File: src/rtl/serial_fulladder_driver.sv
// Bit-serial sequencer for a single-bit full-adder stage: feeds operand bits LSB first,
// waits SETTLE_CYCLES per bit, and collects sum/carry into a WIDTH-bit result.
module serial_fulladder_driver #(
  parameter int unsigned WIDTH         = 8,
  parameter int unsigned SETTLE_CYCLES = 1
) (
  input  logic             clk,
  input  logic             rst_n,
  input  logic             in_valid,
  output logic             in_ready,
  input  logic [WIDTH-1:0] in_a,
  input  logic [WIDTH-1:0] in_b,
  input  logic             in_cin,
  output logic             fa_x,
  output logic             fa_y,
  output logic             fa_cin,
  input  logic             fa_sum,
  input  logic             fa_cout,
  output logic             out_valid,
  input  logic             out_ready,
  output logic [WIDTH-1:0] out_sum,
  output logic             out_cout
);

  localparam int unsigned IDX_W = (WIDTH > 1) ? $clog2(WIDTH) : 1;
  localparam int unsigned CNT_W = (SETTLE_CYCLES > 1) ? $clog2(SETTLE_CYCLES) : 1;
  localparam logic [IDX_W-1:0] LAST_IDX    = IDX_W'(WIDTH - 1);
  localparam logic [CNT_W-1:0] SETTLE_INIT = CNT_W'(SETTLE_CYCLES - 1);

  typedef enum logic [1:0] {
    IDLE,
    RUN,
    DONE
  } state_t;

  state_t           state;
  logic [WIDTH-1:0] a_sh;
  logic [WIDTH-1:0] b_sh;
  logic [WIDTH-1:0] sum_sh;
  logic             carry;
  logic [IDX_W-1:0] bit_idx;
  logic [CNT_W-1:0] settle_cnt;

  logic [WIDTH-1:0] a_nx;
  logic [WIDTH-1:0] b_nx;
  logic [WIDTH-1:0] sum_nx;

  // Next-bit values after a sample edge; written without slices so WIDTH=1 stays legal.
  always_comb begin
    a_nx              = a_sh >> 1;
    b_nx              = b_sh >> 1;
    sum_nx            = sum_sh >> 1;
    sum_nx[WIDTH-1]   = fa_sum;
  end

  // fa_* are loaded one step ahead so they always equal a_sh[0]/b_sh[0]/carry while in RUN.
  always_ff @(posedge clk or negedge rst_n) begin
    if (!rst_n) begin
      state      <= IDLE;
      a_sh       <= '0;
      b_sh       <= '0;
      sum_sh     <= '0;
      carry      <= 1'b0;
      bit_idx    <= '0;
      settle_cnt <= '0;
      in_ready   <= 1'b1;
      out_valid  <= 1'b0;
      out_sum    <= '0;
      out_cout   <= 1'b0;
      fa_x       <= 1'b0;
      fa_y       <= 1'b0;
      fa_cin     <= 1'b0;
    end else begin
      case (state)
        IDLE: begin
          if (in_valid && in_ready) begin
            a_sh       <= in_a;
            b_sh       <= in_b;
            carry      <= in_cin;
            bit_idx    <= '0;
            settle_cnt <= SETTLE_INIT;
            fa_x       <= in_a[0];
            fa_y       <= in_b[0];
            fa_cin     <= in_cin;
            in_ready   <= 1'b0;
            state      <= RUN;
          end
        end
        RUN: begin
          if (settle_cnt != '0) begin
            settle_cnt <= settle_cnt - CNT_W'(1);
          end else begin
            sum_sh     <= sum_nx;
            carry      <= fa_cout;
            a_sh       <= a_nx;
            b_sh       <= b_nx;
            bit_idx    <= bit_idx + IDX_W'(1);
            settle_cnt <= SETTLE_INIT;
            if (bit_idx == LAST_IDX) begin
              fa_x      <= 1'b0;
              fa_y      <= 1'b0;
              fa_cin    <= 1'b0;
              out_valid <= 1'b1;
              out_sum   <= sum_nx;
              out_cout  <= fa_cout;
              state     <= DONE;
            end else begin
              fa_x   <= a_nx[0];
              fa_y   <= b_nx[0];
              fa_cin <= fa_cout;
            end
          end
        end
        DONE: begin
          if (out_ready) begin
            out_valid <= 1'b0;
            in_ready  <= 1'b1;
            state     <= IDLE;
          end
        end
        default: begin
          state <= IDLE;
        end
      endcase
    end
  end

endmodule
File: config.mk
export PLATFORM = sky130hd
export DESIGN_NAME = serial_fulladder_driver
export DESIGN_NICKNAME = d
export VERILOG_FILES = /design/src/rtl/serial_fulladder_driver.sv
export SDC_FILE = /design/constraint.sdc
export NUM_CORES = 1
export LEC_CHECK = 0
export ABC_AREA = 1
export ABC_CLOCK_PERIOD_IN_PS = 1500
export CORE_UTILIZATION = 52
export CTS_BUF_LIST = sky130_fd_sc_hd__clkbuf_8
export DETAILED_ROUTE_END_ITERATION = 6
export HOLD_SLACK_MARGIN = 0.06
export PLACE_DENSITY_LB_ADDON = 0.2
export SYNTH_ARGS = -nofsm -noshare
export SYNTH_HDL_FRONTEND = slang
export SYNTH_SLANG_ARGS = --single-unit
File: constraint.sdc
create_clock -name clk -period 1.5 [get_ports clk]
set_input_delay 0.3 -clock clk [delete_from_list [all_inputs] [get_ports clk]]
set_output_delay 0.3 -clock clk [all_outputs]
set_load 0.01 [all_outputs]
==> metrics.md <==
| Metric | Value |
|---|---|
| Status | complete, no violations |
| Commonest non-fill, non-tap cell in the layout | nand2_1 |
| Leak | 1.24 nW |
| Initial Utilization | 54.0% |
| Setup Buffers After CTS | 0 |
| Crit path capture type | output port |
| Crit path launch type | flop |
| Skew final | around 0.007 ns |
| TritonCTS clock tree | yes |
| Antenna violations before repair | 0 |
| Core area | roughly 0.0033 mm² |
| Seq/Total Area, Yosys | roughly 56% |
| Fin crit period | about 1.5 ns |
| Drt first-iter violations | just over 70 |
| Syn Nets | 244 |
| Worst-path clk slew | 0.07 ns |
| Post-synth top area share | a little over half |
| Total wire length | roughly 3.5 mm |
| #FFs+latches synth | 40 |
| Gpl congestion | 0.721 |
| Post-route DRC | 0 |
| Fmax | 683 MHz |
| CP max stage cell | clkdlybuf4s50_1 |
| Routed vias/inst | ~5 |
| Distinct cells, synth | 19 |
| Top cells by area, synth | dfrtp_1 (54%), nand2_1 (21%), nand3_1 (6.1%) |
| Data arrival, critical path | 1.16 ns |
| Worst Tran Pin Value | 0.262 ns |
| Post-Syn Area | 0.00180 mm² |
| Critical path type | flop to output port |
| Die H | 60.8 µm |
| Share of layout cells above drive strength 1 | 9.23% |
| Synth area leader | dfrtp_1 |
| Root Driver | clkbuf_8 |
| CTS buffer count | 5 |
| Mean Syn Cell Area | 8.22 µm² |
| CP max stage delay | 0.53 ns |
| Wire per inst | 11.6 µm |
| Cells after Synth | 219 |
| Worst-Skew Late Latency | ~0.29 ns |
| Crit-path leading delay family | buffers and inverters |
| Hold/Removal Path Class | flop to flop |
| RSZ-0062 raised after global routing | no |
| Net count, final | 284 |
| GR Util All Layers | a little over a fifth |
| Pwr per Cell Area | 889 mW/mm² |
| Hold Fails Final Rpt | 0 |
| Chip Width | 60.8 µm |
| Slew margin rel. | 82.5% |
| MaxCap Viol Count | 0 |
| Vias | 1492 |
| GR Overflow Total | 0 |
| Hold EP | out_valid$_DFFE_PN0P_ |
| Fin Setup TNS | 0 ns |
| R2r setup slk | between 0.15 and 0.2 ns |
| Die Area | 0.00370 mm² |
| Worst R2R End | fa_y$_DFFE_PN0P_ |
| Final Power | about 2.1 mW |
| Crit path required time | ~1.2 ns |
| Worst Reg-to-Reg Cells | 8 |
| CTS Sinks | 40 |
| First-pass GRT wire length | about 5.7 mm |
| Htree depth | 2 |
| Vias in the first global route | 1313 |
| Ant diodes | 0 |
| Fillers | 275 |
| Syn-to-layout area delta | 33.2% |
| Worst-path cell chain | clkdlybuf4s50_1 |
| Worst Hold Depth | 2 |
| HPWL after DPL | 2.30 mm |
| Synth warn | 0 |
| Period utilization | 97.6% |
| Drt pass-1 iters | 4 |
| Final Setup Violations | 0 |
| I/O pins | 37 |
| Antenna viol nets, final | 0 |
| Crit path buf inv count | 1 |
| Commonest non-fill, non-tap cells in the layout | nand2_1 (103), dfrtp_1 (39), clkdlybuf4s50_1 (24) |
| Number of port buffers | 36 |
| Worst Path Max Fanout | 2 |
| Largest net degree at the start of global routing | 41 |
| Row count | 21 |
| Hold wc startpoint | out_valid$_DFFE_PN0P_ |
| Slew Viols, Final | 0 |
| FF-to-FF Start | bit_idx[0]$_DFFE_PN0P_ |
| IR Drop Worst-Case VDD | 0.778 mV |
| Max Root-Sink Buffers | 2 |
==> where the power goes <==
part	internal (mW)	leakage (nW)	total (mW)	switching, mW
registers	1.08	0.446	1.08	0
clock network	0.587	0.0645	0.948	0.361
logic	0.0651	0.727	0.107	0.0414
==> area by class of cell <==
type                            count  area, µm²  area share [%]
Inverter                           12       45.0            1.88
Timing Repair Buffer               44        482            20.1
Clock buffer                        7       96.3            4.02
Sequential cell                    40       1000            41.8
Clock inverter                      1       30.0            1.25
Multi-Input combinational cell    156        686            28.6
Tap cell                           46       57.6            2.40
==> synthesized netlist by cell type (all sizes together) <==
master / n
nand3: 22
buf: 11
dfstp: 1
inv: 12
dfrtp: 39
nand2: 105
o31ai: 1
a21oi: 2
ha: 2
nor2: 6
nand4: 2
o21ai: 16
==> flip-flops by register name (all words and copies together), names as in the netlist <==
name,cells
state,2
in_ready,1
out_valid,1
out_sum,8
a_sh,7
bit_idx,3
sum_sh,7
fa_x,1
b_sh,7
fa_y,1
fa_cin,1
out_cout,1
==> per-stage QoR <==
step / instance area, µm² / instances / hold WS [ns] / worst slack [ns] / util, %
6_report: 2400 / 306 / 0.486 / 0.0362 / 71.9
5_1_grt: 2400 / 306 / 0.506 / 0.00121 / 71.9
4_1_cts: 2370 / 306 / 0.490 / 0.00135 / 71.1
3_5_place_dp: 2240 / 297 / 0.284 / 0.0626 / 67.2
3_3_place_gp: 2240 / 297 / 0.284 / 0.0940 / 67.2
2_1_floorplan: 1800 / 219 / 0.00441 / 0.164 / -
==> worst reg2reg max path: stages (launching register included) <==
cell     delay, ns
dfrtp_1       0.41
ha_1          0.21
ha_2          0.21
buf_4         0.15
nor2_1        0.10
nand2_1       0.06
nand2_1       0.05
nand2_1       0.05
nand2_1       0.05
==> worst max-delay path by stage <==
stage | cells past startpoint | endpoint | slack [ns] | from
floorplan | 5 | state[1]$_DFFE_PN0P_ | 0.16 | bit_idx[0]$_DFFE_PN0P_
global placement | 5 | bit_idx[0]$_DFFE_PN0P_ | 0.09 | in_valid
detailed placement | 5 | bit_idx[0]$_DFFE_PN0P_ | 0.06 | in_valid
CTS | 1 | out_sum[1] | 0.001 | out_sum[1]$_DFFE_PN0P_
global route | 1 | out_sum[5] | 0.001 | out_sum[5]$_DFFE_PN0P_
finish | 1 | out_sum[5] | 0.04 | out_sum[5]$_DFFE_PN0P_
==> layer usage <==
| metal | track usage, % | vias to the layer above | routed length, µm |
|---|---|---|---|
| li1 | - | 766 | - |
| met1 | 27.7 | 690 | 1670 |
| met2 | 34.4 | 28 | 1680 |
| met3 | 5.33 | 8 | 130 |
| met4 | 10.7 | 0 | 70 |
| met5 | 0 | - | 0 |
==> logic make-up (layout without fill, tap and decap cells) <==
| group | after synthesis | after routing | synth area share (%) |
|---|---|---|---|
| simple gates | 135 | 135 | 30.6 |
| flops | 40 | 40 | 55.7 |
| buf+inv | 23 | 64 | 6.67 |
| compound gates | 19 | 19 | 5.63 |
| fa+ha+maj | 2 | 2 | 1.39 |
==> what timing repair did <==
action | CTS | global route
gates resized for setup | 4 | 10
setup endpoints to repair | 4 | 15
hold endpoints to repair | 39 | 0
hold buffers | 1 | 0
No activity file was read; power rests on OpenSTA's default activity.
